File: src/rtl/prog_loader_pkg.sv
// prog_loader_pkg: shared state encoding and constants for the imem loader.
package prog_loader_pkg;
  typedef enum logic [2:0] {IDLE, LOAD, PAD, RELEASE, RUN, ERROR} state_t;
  localparam int WORD_STRIDE = 4;
  localparam logic [31:0] NOP_WORD = 32'h0000_0000;
endpackage

File: src/rtl/prog_loader_if.sv
// prog_loader_if: valid/ready instruction-word stream into the loader.
interface prog_loader_if #(parameter int DATA_W = 32);
  logic in_valid;
  logic in_ready;
  logic [DATA_W-1:0] in_data;
  modport master(output in_valid, output in_data, input in_ready);
  modport slave(input in_valid, input in_data, output in_ready);
endinterface

File: src/rtl/prog_loader.sv
// prog_loader: streams words into imem, optionally NOP-pads, then releases cpu reset.
// Optional PROG_LOADER_CHECKSUM_EN gates the release on a running sum of loaded words.
module prog_loader
  import prog_loader_pkg::*;
#(
  parameter int DATA_W = 32,
  parameter int DEPTH = 64,
  parameter logic [31:0] BASE_ADDR = 32'h0,
  parameter int PAD_NOP = 1,
  parameter int RST_HOLD = 4,
  localparam int IW = $clog2(DEPTH + 1)
) (
  input  logic clk,
  input  logic rst,
  input  logic start,
  input  logic [IW-1:0] word_count,
`ifdef PROG_LOADER_CHECKSUM_EN
  input  logic [DATA_W-1:0] expected_sum,
`endif
  prog_loader_if.slave s,
  output logic initialize,
  output logic imem_we,
  output logic [31:0] instruction_initialize_address,
  output logic [DATA_W-1:0] instruction_initialize_data,
  output logic cpu_rst,
  output logic busy,
  output logic done,
  output logic error
);
  localparam logic [31:0] BASE = BASE_ADDR & ~32'd3;
  localparam int HW = $clog2(RST_HOLD + 1);
  state_t state, nxt;
  logic [IW-1:0] cnt, idx;
  logic [HW-1:0] hold;
  logic go, bad, accept, pad_go, sum_ok;
`ifdef PROG_LOADER_CHECKSUM_EN
  logic [DATA_W-1:0] sum, exp_sum;
  assign sum_ok = sum == exp_sum;
`else
  assign sum_ok = 1'b1;
`endif
  assign bad = word_count == '0 || word_count > IW'(DEPTH);
  assign go = start && (state == IDLE || state == RUN);
  assign s.in_ready = state == LOAD && idx < cnt;
  assign accept = s.in_valid && s.in_ready;
  assign pad_go = state == PAD && idx < IW'(DEPTH);
  assign initialize = state == LOAD || state == PAD;
  assign cpu_rst = state != RUN;
  assign busy = state == LOAD || state == PAD || state == RELEASE;
  assign done = state == RUN;
  assign error = state == ERROR;
  // idx == limit marks the cycle the final write of a phase is on the imem port
  always_comb begin
    nxt = state;
    case (state)
      IDLE, RUN: if (start) nxt = bad ? ERROR : LOAD;
      LOAD: if (idx == cnt) nxt = !sum_ok ? ERROR : (PAD_NOP != 0 && cnt < IW'(DEPTH)) ? PAD : RELEASE;
      PAD: if (idx == IW'(DEPTH)) nxt = RELEASE;
      RELEASE: if (hold == HW'(RST_HOLD - 1)) nxt = RUN;
      default: ;
    endcase
  end
  always_ff @(posedge clk)
    if (rst) state <= IDLE;
    else state <= nxt;
  always_ff @(posedge clk) begin
    if (rst) begin
      cnt <= '0;
      idx <= '0;
      hold <= '0;
      imem_we <= 1'b0;
      instruction_initialize_address <= BASE;
      instruction_initialize_data <= '0;
`ifdef PROG_LOADER_CHECKSUM_EN
      sum <= '0;
      exp_sum <= '0;
`endif
    end else begin
      imem_we <= 1'b0;
      hold <= state == RELEASE ? hold + HW'(1) : '0;
      if (go && !bad) begin
        cnt <= word_count;
        idx <= '0;
`ifdef PROG_LOADER_CHECKSUM_EN
        sum <= '0;
        exp_sum <= expected_sum;
`endif
      end
      if (accept || pad_go) begin
        imem_we <= 1'b1;
        instruction_initialize_address <= BASE + 32'(WORD_STRIDE) * 32'(idx);
        instruction_initialize_data <= accept ? s.in_data : DATA_W'(NOP_WORD);
        idx <= idx + IW'(1);
      end
`ifdef PROG_LOADER_CHECKSUM_EN
      if (accept) sum <= sum + s.in_data;
`endif
    end
  end
endmodule

File: src/flat_wrapper.sv
// flat-port wrapper written by rule: the top's interface ports become plain ports
module prog_loader_flat import prog_loader_pkg::*;
#(
  parameter int DATA_W = 32,
  parameter int DEPTH = 64,
  parameter logic [31:0] BASE_ADDR = 32'h0,
  parameter int PAD_NOP = 1,
  parameter int RST_HOLD = 4,
  localparam int IW = $clog2(DEPTH + 1)
)
  (clk, rst, start, word_count, initialize, imem_we, instruction_initialize_address, instruction_initialize_data, cpu_rst, busy, done, error, s_in_valid, s_in_data, s_in_ready);
  prog_loader_if #(.DATA_W(DATA_W)) s_i ();
  input  logic clk;
  input  logic rst;
  input  logic start;
  input  logic [IW-1:0] word_count;
  output logic initialize;
  output logic imem_we;
  output logic [31:0] instruction_initialize_address;
  output logic [DATA_W-1:0] instruction_initialize_data;
  output logic cpu_rst;
  output logic busy;
  output logic done;
  output logic error;
  input wire logic [$bits(s_i.in_valid)-1:0] s_in_valid;
  input wire logic [$bits(s_i.in_data)-1:0] s_in_data;
  output wire logic [$bits(s_i.in_ready)-1:0] s_in_ready;
  assign s_i.in_valid = s_in_valid;
  assign s_i.in_data = s_in_data;
  assign s_in_ready = s_i.in_ready;
  prog_loader #(.DATA_W(DATA_W), .DEPTH(DEPTH), .BASE_ADDR(BASE_ADDR), .PAD_NOP(PAD_NOP), .RST_HOLD(RST_HOLD)) u_core (.clk(clk), .rst(rst), .start(start), .word_count(word_count), .s(s_i), .initialize(initialize), .imem_we(imem_we), .instruction_initialize_address(instruction_initialize_address), .instruction_initialize_data(instruction_initialize_data), .cpu_rst(cpu_rst), .busy(busy), .done(done), .error(error));
endmodule
File: config.mk
export PLATFORM = sky130hd
export DESIGN_NAME = prog_loader_flat
export DESIGN_NICKNAME = d
export VERILOG_FILES = /design/src/rtl/prog_loader_pkg.sv /design/src/rtl/prog_loader_if.sv /design/src/rtl/prog_loader.sv /design/src/flat_wrapper.sv
export SDC_FILE = /design/constraint.sdc
export NUM_CORES = 1
export LEC_CHECK = 0
export ABC_AREA = 1
export BUFFER_PORTS_ARGS = -buffer_cell sky130_fd_sc_hd__buf_2
export CAP_MARGIN = 0
export CORE_MARGIN = 2
export CORE_UTILIZATION = 45
export DETAILED_ROUTE_END_ITERATION = 8
export PLACE_DENSITY = 0.74
export REMOVE_ABC_BUFFERS = 1
export SLEW_MARGIN = 20
export SYNTH_ARGS = -nofsm -noshare
export SYNTH_HDL_FRONTEND = slang
export SYNTH_SLANG_ARGS = --single-unit
export TNS_END_PERCENT = 50
File: constraint.sdc
create_clock -name clk -period 1.6 [get_ports clk]
set_input_delay 0.16 -clock clk [delete_from_list [all_inputs] [get_ports clk]]
set_output_delay 0.16 -clock clk [all_outputs]
set_load 0.01 [all_outputs]
==> key figures <==
Outcome
  • Status: finished with violations
  • Failing checks: negative setup slack

Final layout
  • P&R area growth vs syn: 42.3%
  • Final nets: 565
  • Final cell count without fillers: 610
  • Commonest non-fill, non-tap cells in the layout: 87 x buf_2, 53 x dfxtp_1, 47 x nand3_2, 38 x a21oi_2, 33 x nor2_1
  • Commonest non-fill, non-tap cell in the layout: buf_2
  • Proportion of layout cells with a drive suffix above 1: 0.539
  • Antenna Cells: 0
  • Post-layout util: 0.670
  • Final instance area: 4600 sq um

Worst setup path
  • Flop2flop setup slack: -0.21 ns
  • Crit path DAT: 1.73 ns
  • Critical path fanouts, max: 4
  • CP Data Required Time: 1.44 ns
  • CP Capture Type: output pin
  • Worst setup SP type: register
  • WS Path Type: reg -> out
  • Worst r2r src: u_core.cnt[6]
  • CP Launch Point: u_core.cnt[6]

Floorplanning
  • I/O pins: 114
  • Initial Util: 0.471
  • Die span in x: 88.8 microns
  • Core area: 6870 sq um
  • DIE AREA: 7880 sq um
  • Site row count: 30
  • Chip Height: 88.8 microns

Power
  • Worst VDD drop: 0.000791 V
  • Design Power: 6.07 mW
  • Power Dens Cells: 1320 nW/um^2
  • LEAKAGE: 1.95 nW

Drt
  • Starting DRT DRC Count: 193
  • Via count: 3109
  • DR WL/cell: 15.5 microns
  • # DRC: 0
  • Vias/cell: 5.10
  • Total Routed Length: 9440 microns
  • Drt first pass iters: 4
  • Post-DRT Antenna Nets: 0

Clock tree
  • Cts bufs inserted: 9
  • CTS Root Cell: clkbuf_8
  • CTS hold repair buffers: 0
  • Clock Path Buffers: 2
  • CTS tree: built
  • Later-pin clock latency in the skew report: 0.34 ns
  • CTS H-tree lvls: 3
  • Worst-path clk slew: 0.07 ns
  • Clock tree sinks: 60

STA
  • Unrepaired setup endpoints after global routing: true
  • Fin crit share: 1.18
  • Post-route setup slack: -0.289 ns
  • Worst Hold Slack: 0.0731 ns
  • Slew headroom: 0.547
  • Final Hold Fails: 0
  • Achievable frequency: 0.529 GHz
  • Final Skew: 0.0103 ns
  • Setup Viol. Count Final: 51
  • Setup TNS: -8.66 ns
  • Fin crit period: 1.89 ns
  • Pins Over Slew Limit: 0
  • Worst slew pin tran: 0.679 ns

Global routing
  • Global-route wire length before repair: 13600 microns
  • Initial antenna violation count: 0
  • Largest net degree at the start of global routing: 40
  • GR Util All Layers: 0.223
  • GR Overflow Total: 0
  • Vias in the first global route: 2912

Place
  • RePlAce Congestion: 0.868
  • DP Wirelength: 5480 microns
  • Placement Setup Slack: -0.0843 ns
  • Number of port buffers: 88
  • Placed cells: 578
  • Placed Area: 3730 sq um

Yosys
  • Post-synthesis sequential area ratio: 0.371
  • Syn. warnings: 0
  • Avg Inst Size Synth: 8.25 sq um
  • Syn Inst Count: 392
  • Post-Syn Area: 3240 sq um
  • #FFs+latches synth: 60
  • Distinct cells, synth: 25

Worst hold path
  • Min-delay src: s_in_data[0]
  • Min-Delay Path Class: in -> reg

Run
  • Max-Cap Viols: 0
[worst max-delay path: stages, from the launching register on]
cell,delay [ns]
dfxtp_2,0.34
inv_2,0.05
ha_4,0.28
nand2_4,0.06
nor2_4,0.14
nand2_2,0.10
and2_4,0.19
buf_6,0.12
buf_6,0.11
[path summary, 6_finish.rpt]
path,cells after the start,end
setup / recovery,8,s_in_ready
hold / removal,3,u_core.instruction_initialize_data[0]
setup reg to reg,11,u_core.idx[5]
hold reg to reg,1,u_core.hold[0]
[where the power goes]
group	leakage, nW	switching (mW)	internal [mW]
registers	0.490	0.165	1.72
logic	1.37	1.71	1.30
clock network	0.0848	0.591	0.579
total	1.95	2.46	3.60
[sequential cells by signal, summed over array words and instances (netlist names)]
name / flops
u_core.instruction_initialize_data: 32
u_core.cnt: 7
u_core.idx: 7
u_core.instruction_initialize_address: 7
u_core.hold: 3
u_core.state: 3
u_core.imem_we: 1
[layout make-up]
| type | count | area (sq um) |
|---|---|---|
| clock buffer | 11 | 141 |
| clock inverter | 3 | 15.0 |
| tap | 96 | 120 |
| multi-input combinational | 272 | 2000 |
| inverter | 34 | 128 |
| timing repair buffer | 134 | 993 |
| fill | 509 | 2260 |
| sequential | 60 | 1210 |
[repair_timing]
action | CTS | global route
setup buffers | 7 | 6
gates resized for setup | 57 | 50
endpoints found under the setup margin | 50 | 52
pin swaps | 14 | 23
cloned | 3 | 3
[synth_stat cells (all sizes together)]
library cell  count  share of area
and2              1         0.0027
o21ai            15          0.023
nand3b            1         0.0023
nand3            74           0.16
conb              1         0.0012
a21o              1         0.0023
nor3              3         0.0046
nand4             7          0.014
nand2            43          0.051
buf              41           0.11
ha               11          0.043
a21oi            51           0.11
xor2              3         0.0081
dfxtp            60           0.37
nor2             37          0.044
inv              34          0.039
clkbuf            9          0.010
[kinds of logic after synthesis]
kind of cell / count (synthesis) / synth area share
simple gates: 166 / 0.280
buf+inv: 84 / 0.159
compound gates: 67 / 0.138
flops: 60 / 0.371
fa+ha+maj: 11 / 0.0425
xor+xnor: 3 / 0.00812
other cells: 1 / 0.00116
[metal layers]
metal  vias up  wire length (microns)  GRT usage
met3        26                    700     0.0569
met2       128                   4900      0.382
met1      1471                   3620      0.269
met4         0                    226     0.0813
li1       1484                      -          -
met5         -                      0          0
Power figures use the tool's default switching activity.
